## src/rtl/ahb_lite_timer.sv

```systemverilog
// AHB-Lite timer slave: zero-wait-state register block with a 32-bit
// prescaled down-counter, auto-reload or one-shot mode, sticky flag and IRQ.
module ahb_lite_timer #(
  parameter int PRESCALE_WIDTH = 16
) (
  input  logic        HCLK,
  input  logic        HRESET,
  input  logic        HSEL,
  input  logic [31:0] HADDR,
  input  logic [3:0]  HPROT,
  input  logic [2:0]  HSIZE,
  input  logic [1:0]  HTRANS,
  input  logic [31:0] HWDATA,
  input  logic        HWRITE,
  input  logic        HREADY,
  output logic [31:0] HRDATA,
  output logic        HREADYOUT,
  output logic        HRESP,
  output logic        IRQ
);

  localparam logic [2:0] OFS_CTRL     = 3'd0;
  localparam logic [2:0] OFS_LOAD     = 3'd1;
  localparam logic [2:0] OFS_VALUE    = 3'd2;
  localparam logic [2:0] OFS_PRESCALE = 3'd3;
  localparam logic [2:0] OFS_STATUS   = 3'd4;

  logic                      dp_valid;
  logic [2:0]                dp_addr;
  logic                      dp_write;
  logic                      dp_word;

  logic                      ctrl_en;
  logic                      ctrl_ie;
  logic                      ctrl_oneshot;
  logic [31:0]               load_reg;
  logic [31:0]               value_reg;
  logic [PRESCALE_WIDTH-1:0] prescale_reg;
  logic [PRESCALE_WIDTH-1:0] presc_cnt;
  logic                      if_flag;

  logic                      accept;
  logic                      wr_word;
  logic                      wr_ctrl;
  logic                      wr_load;
  logic                      wr_prescale;
  logic                      wr_status;
  logic                      tick;
  logic                      reload;
  logic                      en_rise;
  logic [31:0]               rd_mux;
  logic                      unused_bits;

  assign accept      = HSEL & HTRANS[1] & HREADY;
  assign wr_word     = dp_valid & dp_write & dp_word;
  assign wr_ctrl     = wr_word & (dp_addr == OFS_CTRL);
  assign wr_load     = wr_word & (dp_addr == OFS_LOAD);
  assign wr_prescale = wr_word & (dp_addr == OFS_PRESCALE);
  assign wr_status   = wr_word & (dp_addr == OFS_STATUS);

  assign tick    = ctrl_en & (presc_cnt == prescale_reg);
  // A LOAD write in the same cycle swallows the tick entirely.
  assign reload  = tick & (value_reg == 32'd0) & ~wr_load;
  assign en_rise = wr_ctrl & HWDATA[0] & ~ctrl_en;

  assign HREADYOUT = 1'b1;
  assign HRESP     = 1'b0;
  assign IRQ       = if_flag & ctrl_ie;

  assign unused_bits = ^{HPROT, HADDR[31:5], HADDR[1:0], HTRANS[0]};

  // Address-phase capture; registers hold when no transfer is accepted.
  always_ff @(posedge HCLK) begin
    if (HRESET) begin
      dp_valid <= 1'b0;
      dp_addr  <= 3'd0;
      dp_write <= 1'b0;
      dp_word  <= 1'b0;
    end else if (accept) begin
      dp_valid <= 1'b1;
      dp_addr  <= HADDR[4:2];
      dp_write <= HWRITE;
      dp_word  <= (HSIZE == 3'b010);
    end else begin
      dp_valid <= 1'b0;
    end
  end

  // Register writes, prescaler, down-counter and sticky flag.
  always_ff @(posedge HCLK) begin
    if (HRESET) begin
      ctrl_en      <= 1'b0;
      ctrl_ie      <= 1'b0;
      ctrl_oneshot <= 1'b0;
      load_reg     <= 32'd0;
      value_reg    <= 32'd0;
      prescale_reg <= '0;
      presc_cnt    <= '0;
      if_flag      <= 1'b0;
    end else begin
      if (wr_ctrl) begin
        ctrl_en      <= HWDATA[0];
        ctrl_ie      <= HWDATA[1];
        ctrl_oneshot <= HWDATA[2];
      end else if (reload && ctrl_oneshot) begin
        ctrl_en <= 1'b0;
      end

      if (wr_load) begin
        load_reg <= HWDATA;
      end

      if (wr_prescale) begin
        prescale_reg <= HWDATA[PRESCALE_WIDTH-1:0];
      end

      if (wr_load || en_rise) begin
        presc_cnt <= '0;
      end else if (ctrl_en) begin
        presc_cnt <= tick ? '0 : presc_cnt + 1'b1;
      end

      if (wr_load) begin
        value_reg <= HWDATA;
      end else if (tick) begin
        value_reg <= (value_reg == 32'd0) ? load_reg : value_reg - 32'd1;
      end

      if (reload) begin
        if_flag <= 1'b1;
      end else if (wr_status && HWDATA[0]) begin
        if_flag <= 1'b0;
      end
    end
  end

  // Read mux for the offset latched in the address phase.
  always_comb begin
    rd_mux = 32'd0;
    case (dp_addr)
      OFS_CTRL:     rd_mux[2:0] = {ctrl_oneshot, ctrl_ie, ctrl_en};
      OFS_LOAD:     rd_mux = load_reg;
      OFS_VALUE:    rd_mux = value_reg;
      OFS_PRESCALE: rd_mux[PRESCALE_WIDTH-1:0] = prescale_reg;
      OFS_STATUS:   rd_mux[0] = if_flag;
      default:      rd_mux = 32'd0;
    endcase
  end

  // Read data only while a read occupies the data phase.
  always_comb begin
    HRDATA = 32'd0;
    if (dp_valid && !dp_write) begin
      HRDATA = rd_mux;
    end
  end

endmodule

```

## config.mk

```make
export PLATFORM = sky130hd
export DESIGN_NAME = ahb_lite_timer
export DESIGN_NICKNAME = d
export VERILOG_FILES = /design/src/rtl/ahb_lite_timer.sv
export SDC_FILE = /design/constraint.sdc
export NUM_CORES = 1
export LEC_CHECK = 0
export ABC_AREA = 1
export CELL_PAD_IN_SITES_DETAIL_PLACEMENT = 0
export CELL_PAD_IN_SITES_GLOBAL_PLACEMENT = 2
export CORE_ASPECT_RATIO = 1.5
export CORE_MARGIN = 5
export CORE_UTILIZATION = 25
export DETAILED_ROUTE_END_ITERATION = 7
export PLACE_DENSITY = 0.79
export SYNTH_ARGS = -nofsm -noshare
export SYNTH_HDL_FRONTEND = slang
export SYNTH_SLANG_ARGS = --single-unit
```

## constraint.sdc

```tcl
create_clock -name HCLK -period 1.9 [get_ports HCLK]
set_clock_uncertainty 0.15 [all_clocks]
set_input_delay 0.38 -clock HCLK [delete_from_list [all_inputs] [get_ports HCLK]]
set_output_delay 0.38 -clock HCLK [all_outputs]
set_load 0.01 [all_outputs]
```

==> results of run 1 <==
per-stage QoR:
| stage | setup slack (ps) | hold WS (ps) |
|---|---|---|
| after floorplan | 40.6 | 274 |
| after global placement | -450 | 284 |
| after global routing | -457 | 339 |
| after detailed placement | -446 | 287 |
| after CTS | -353 | 298 |
| final | -392 | 296 |
what timing repair did:
action | in CTS | in global routing
endpoints found under the setup margin | 91 | 124
gates cloned | 16 | 5
pin swaps | 69 | 65
hold buffers | 0 | 0
hold endpoints to repair | 0 | 0
setup buffers | 18 | 19
gates resized for setup | 373 | 190
area by class of cell:
type / count / area, um2
Clock buffer: 13 / 270
Timing Repair Buffer: 252 / 2510
Tap cell: 333 / 417
Sequential cell: 106 / 2140
Clock inverter: 3 / 46.3
Inverter: 111 / 487
Timing Repair inverter: 4 / 65.1
Multi-Input combinational cell: 796 / 5010
Fill cell: 2752 / 14800
cell families (layout without fill, tap and decap cells):
| kind of cell | Yosys count | in the layout | synth area share [%] |
|---|---|---|---|
| other | 2 | 2 | 0.115 |
| buffers and inverters | 154 | 383 | 10.1 |
| adders and majority gates | 3 | 3 | 0.577 |
| and+or+nand+nor | 579 | 580 | 38.5 |
| xor gates and xnor gates | 21 | 21 | 2.83 |
| DFF | 106 | 106 | 32.6 |
| AOI/OAI and AO/OA | 190 | 190 | 15.3 |
routing by layer:
layer  up-vias  share of wire [%]  GRT usage (%)
met4         0                4.8           8.48
met5         -                  0              0
met1      3636                 36           18.8
met3        63                2.7           1.94
met2       167                 57           37.9
li1       3851                  -              -
placed cells by master, fill, tap and decap left out, types with 25 or more instances in the layout:
master | netlist | final
a21oi_1 | 91 | 34
nor2_1 | 190 | 157
inv_1 | 104 | 91
nand2_4 | 2 | 39
nor2_2 | 11 | 27
nand3_1 | 61 | 35
nand2_1 | 262 | 193
buf_12 | 0 | 25
dfxtp_1 | 106 | 101
nand2_2 | 2 | 30
o21ai_0 | 61 | 43
a21oi_2 | 1 | 52
buf_4 | 6 | 115
clkdlybuf4s50_1 | 0 | 43
buf_2 | 5 | 32
critical path: stages (launching register included):
cell	delay, ps
dfxtp_4	370
buf_4	120
nand3_2	90
buf_12	170
o22ai_1	220
a21oi_1	110
a31oi_4	160
buf_2	150
how the worst min path moves through the flow:
stage	from	to
6_report	dp_word$_SDFFE_PP0P_	dp_word$_SDFFE_PP0P_
5_1_grt	dp_word$_SDFFE_PP0P_	dp_word$_SDFFE_PP0P_
4_1_cts	dp_word$_SDFFE_PP0P_	dp_word$_SDFFE_PP0P_
3_5_place_dp	dp_word$_SDFFE_PP0P_	dp_word$_SDFFE_PP0P_
3_3_place_gp	dp_word$_SDFFE_PP0P_	dp_word$_SDFFE_PP0P_
2_1_floorplan	dp_word$_SDFFE_PP0P_	dp_word$_SDFFE_PP0P_
power by group through the flow:
stage	Combinational (mW)	Clock, mW	Sequential, mW
global placement	0.318	0	2.28
finish	0.431	2.05	2.23
global route	0.453	2.17	2.23
CTS	0.415	2.09	2.23
floorplan	0.117	0	2.28
detailed placement	0.317	0	2.28
==> flow_summary.toml, run 1 <==
[status]
status = "finished with violations"
violations = "setup timing"

[global_routing]
grt_use_total_pct = 18.9
grt_pass1_wl_um = 42900
grt_max_degree = 33
antenna_found_initial = 0
grt_pass1_vias = 7825
grt_overflow = 0

[final_layout]
area_delta_synth_final_pct = 68.2
antenna_cells = 0
fin_area_mm2 = 0.0109
instances_no_fill = 1618
layout.nets = 1361
fin_util_pct = 42.5
drive_above_1_share_pct = 39.4

[sta]
finalSetupViolCount = 114
rsz0062_at_grt = "true"
drv_slew = 0
tns_ps = -23960
fin_ws_ps = -392
min_period_ps = 2290
finalHoldViolCount = 0
period_share_pct = 121
max_freq_mhz = 436

[route]
via_count = 7717
wirelength_um = 29200
wl_per_cell_um = 18.1
drt_iter0_drc = 390
drc = 0
post_drt_via_cell_ratio = 4.77
drtAntennaViolNets = 0
drt_pass1_iterations = 5

[cts]
cts_tree = "built"
cts_root_buf = "clkbuf_16"
cts.sinks = 106
htree_levels = 3
cts_buffers = 9
clk_latency_ps = 370
clockBufferDepth = 2
clk_pin_slew_worst_paths_ps = 70

[logic_synthesis]
ys.flop_type = "dfxtp_1"
syn_avg_cell_area_um2 = 6.17
syn-num-nets = 1136
async_reset_ff_share_pct = 0
ys_top_cells_by_count = "nand2_1, nor2_1, dfxtp_1"
synth_warnings = 0
yosysMostFrequentCell = "nand2_1"
synth.cell_area_mm2 = 0.00651
yosys.area.top_type = "dfxtp_1"
syn_inst = 1055
synth_top_area_share_pct = 32.6
ys_types = 42
synth-seq-cells = 106
ys_seq_area_share_pct = 32.6
synth-edff-count = 0
synthTopCellsByArea = "dfxtp_1, nand2_1, nor2_1"

[pwr]
pwr_density_cell_mw_per_mm2 = 430
power_mw = 4.71
vdd_drop_max_v = 0.000367
clockPowerShare_pct = 43.5
pwr-share-comb_pct = 9.1
p_sw_share_pct = 24.5
p_leak_nw = 4.86
p_int_mw = 3.56
p_seq_share_pct = 47.4
power.switching_mw = 1.15

[critical_path]
rrSetupSlack_ps = -290
endpoint_kind = "output pin"
worstSetupStartpoint = "dp_addr[0]$_SDFFE_PP0P_"
critPathKind = "reg -> out"
critPathRequiredTime_ps = 1370
endpoint = "HRDATA[0]"
r2r-start = "dp_addr[2]$_SDFFE_PP0P_"
cp_max_fo = 17
start_kind = "flop"
regToRegEndpoint = "presc_cnt[4]$_SDFFE_PP0P_"
arrival_ps = 1760
rr_worst_depth = 13

[run]
max-cap-violations = 0

[floorplanning]
rows = 72
die_w_um = 142
boundaryPins = 113
dieArea_mm2 = 0.0294
core_area_mm2 = 0.0258
initial_core_util_pct = 25.3
die-height_um = 208

[min_path]
hp-class = "reg -> reg"
min_path_cells = 2

[place]
placed_cells = 1558
dp_hpwl_um = 20100
io_buffers = 76
placed_cell_area_mm2 = 0.00860
place.gp.congestion = 0.871
Power figures use the tool's default switching activity.
==> run 2: changes to the inputs <==
--- a/config.mk
+++ b/config.mk
@@ -11,6 +11,7 @@
 export CORE_ASPECT_RATIO = 1.5
 export CORE_MARGIN = 5
 export CORE_UTILIZATION = 25
+export CTS_CLUSTER_DIAMETER = 120
 export DETAILED_ROUTE_END_ITERATION = 7
 export PLACE_DENSITY = 0.79
 export SYNTH_ARGS = -nofsm -noshare
==> results of run 2 <==
Final layout, timing and power as in run 1 (identical DEF).
==> run 3: changes to the inputs <==
--- a/config.mk
+++ b/config.mk
@@ -9,7 +9,6 @@
 export CELL_PAD_IN_SITES_DETAIL_PLACEMENT = 0
 export CELL_PAD_IN_SITES_GLOBAL_PLACEMENT = 2
 export CORE_ASPECT_RATIO = 1.5
-export CORE_MARGIN = 5
 export CORE_UTILIZATION = 25
 export CTS_CLUSTER_DIAMETER = 120
 export DETAILED_ROUTE_END_ITERATION = 7
==> run 3 against run 2 <==
The flow still finishes with violations (setup timing); design area rose by 1.8%; largest power group unchanged; utilization is 0.93 points higher; combinational power grew 5.3%; critical endpoint is now HRDATA[19].
==> flow_summary.toml, run 3 (synthesis gave the netlist of run 1 again) <==
[critical_path]
slowest_delay_ps = 380
path_common_cell = "buf_8"
cp_max_fo = 7
cp_slowest_cell = "dfxtp_4"
crit_chain = "inv_6 > nor3_4 > buf_8 > buf_8 > nand2_2 > a21oi_2 > buf_2"
critPathRequiredTime_ps = 1370
critPathKind = "reg -> out"
worstSetupStartpoint = "dp_addr[0]$_SDFFE_PP0P_"
cp_top_family = "buffers and inverters"
r2r-start = "dp_addr[2]$_SDFFE_PP0P_"
crit_buf_inv = 4
endpoint_kind = "output pin"
start_kind = "flop"
arrival_ps = 1740

[floorplanning]
boundaryPins = 113
core_area_mm2 = 0.0257
rows = 72
die-height_um = 200
die_w_um = 134
initial_core_util_pct = 25.4
dieArea_mm2 = 0.0267

[global_routing]
grt_max_degree = 26
grt_pass1_vias = 7641
gr-usage-met1_pct = 21.2
met3_usage_pct = 2.71
antenna_found_initial = 0
grt_overflow = 0
grt_pass1_wl_um = 42000
grt_busiest_layer = "met2"
grt_use_total_pct = 21.0
grt_use_met2_pct = 41.1

[final_layout]
drive_above_1_share_pct = 43.2
antenna_cells = 0
layout.nets = 1368
area_delta_synth_final_pct = 71.2
fin_util_pct = 43.4
mostFrequentLayoutCell = "nand2_1"
final_cell_mix = "nand2_1, nor2_1, buf_4, dfxtp_1, inv_1"

[place]
place.gp.congestion = 0.849
io_buffers = 76
dp_hpwl_um = 20000
place_ws_ps = -416

[status]
status = "finished with violations"
violations = "setup timing"

[cts]
htree_levels = 3
cts_root_buf = "clkbuf_16"
cts_hold_buf = 0
clockBufferDepth = 2
clk_pin_slew_worst_paths_ps = 80
cts.sinks = 106
cts_tree = "built"
cts_buffers = 9
clk_latency_ps = 370

[pwr]
vdd_drop_max_v = 0.000461
p_leak_nw = 4.89
power_mw = 4.84
pwr_density_cell_mw_per_mm2 = 434

[sta]
fin_ws_ps = -369
min_period_ps = 2270
period_share_pct = 119
holdWs_ps = 296
finalSetupViolCount = 110
rsz0062_at_grt = "true"
drv_slew = 0
max_freq_mhz = 441
finalHoldViolCount = 0

[min_path]
hp-class = "reg -> reg"
hold_start = "dp_word$_SDFFE_PP0P_"

[route]
via_count = 7735
drtAntennaViolNets = 0
wl_per_cell_um = 17.6
post_drt_via_cell_ratio = 4.76
drc = 0
drt_iter0_drc = 328
drt_pass1_iterations = 5
wirelength_um = 28600

[run]
max-cap-violations = 0
## run 3: cell types whose count changed in the layout (fill, tap and decap cells not counted), moves of 8 or more
cell | previous run | this run
nand2_2 | 30 | 38
dfxtp_1 | 101 | 87
inv_1 | 91 | 76
inv_2 | 13 | 27
nand2_1 | 193 | 183
o22ai_4 | 1 | 12
dfxtp_2 | 2 | 15
## run 3: layout make-up
class | count | area [um2]
clock buffers | 10 | 239
clock inverters | 6 | 87.6
fillers | 2651 | 14500
inverters | 111 | 469
multi-input cells | 798 | 5170
flip-flops and latches | 106 | 2160
well taps | 333 | 417
repair buffers | 260 | 2600
repair inverters | 1 | 6.26
## run 3: metrics by stage
stage / std cells / cell area [um2] / TNS, ps
final: 1625 / 11100 / -19630
after floorplan: 1055 / 6510 / 0
after global routing: 1625 / 11100 / -27170
after detailed placement: 1563 / 8610 / -18630
after CTS: 1610 / 10000 / -16890
after global placement: 1563 / 8610 / -16540
## run 3: routing by layer
metal  wire length [um]  vias to the layer above  share of wire (%)
li1                   -                     3867                  -
met1              10500                     3639                 37
met2              15800                      152                 55
met3                686                       77                2.4
met4               1580                        0                5.5
met5                  0                        -                  0
## run 3: worst register-to-register path, stage by stage (launching register included)
cell     delay, ps
dfxtp_4        370
buf_6          100
nor3_4          30
buf_8          150
buf_16         160
buf_8          130
nand2_8        100
inv_12          50
buf_6          120
nor2_4         110
nand2_4         80
nor2_4         180
buf_6          160
o21ai_2         50
a21oi_1        100
## run 3: repair_timing
item | 4_1_cts | 5_1_grt
buffers inserted | 20 | 16
pin swaps | 37 | 101
endpoints found under the setup margin | 109 | 127
gates resized for setup | 327 | 300
cloned | 11 | 5
## run 3: path summary, 6_finish.rpt
path                                                   end  slack (ps)  depth (start not counted)
worst max-delay path                            HRDATA[19]        -370                          7
worst min-delay path                  dp_word$_SDFFE_PP0P_         300                          2
worst max register to register  presc_cnt[11]$_SDFFE_PP0P_        -220                         14
worst min register to register        dp_word$_SDFFE_PP0P_         300                          2
## run 3: where the power goes
group	internal [mW]	switching, mW	leakage [nW]	total, mW
registers	2.22	0.00829	0.865	2.23
logic	0.209	0.245	3.86	0.454
clock network	1.20	0.953	0.163	2.15
total	3.63	1.21	4.89	4.84
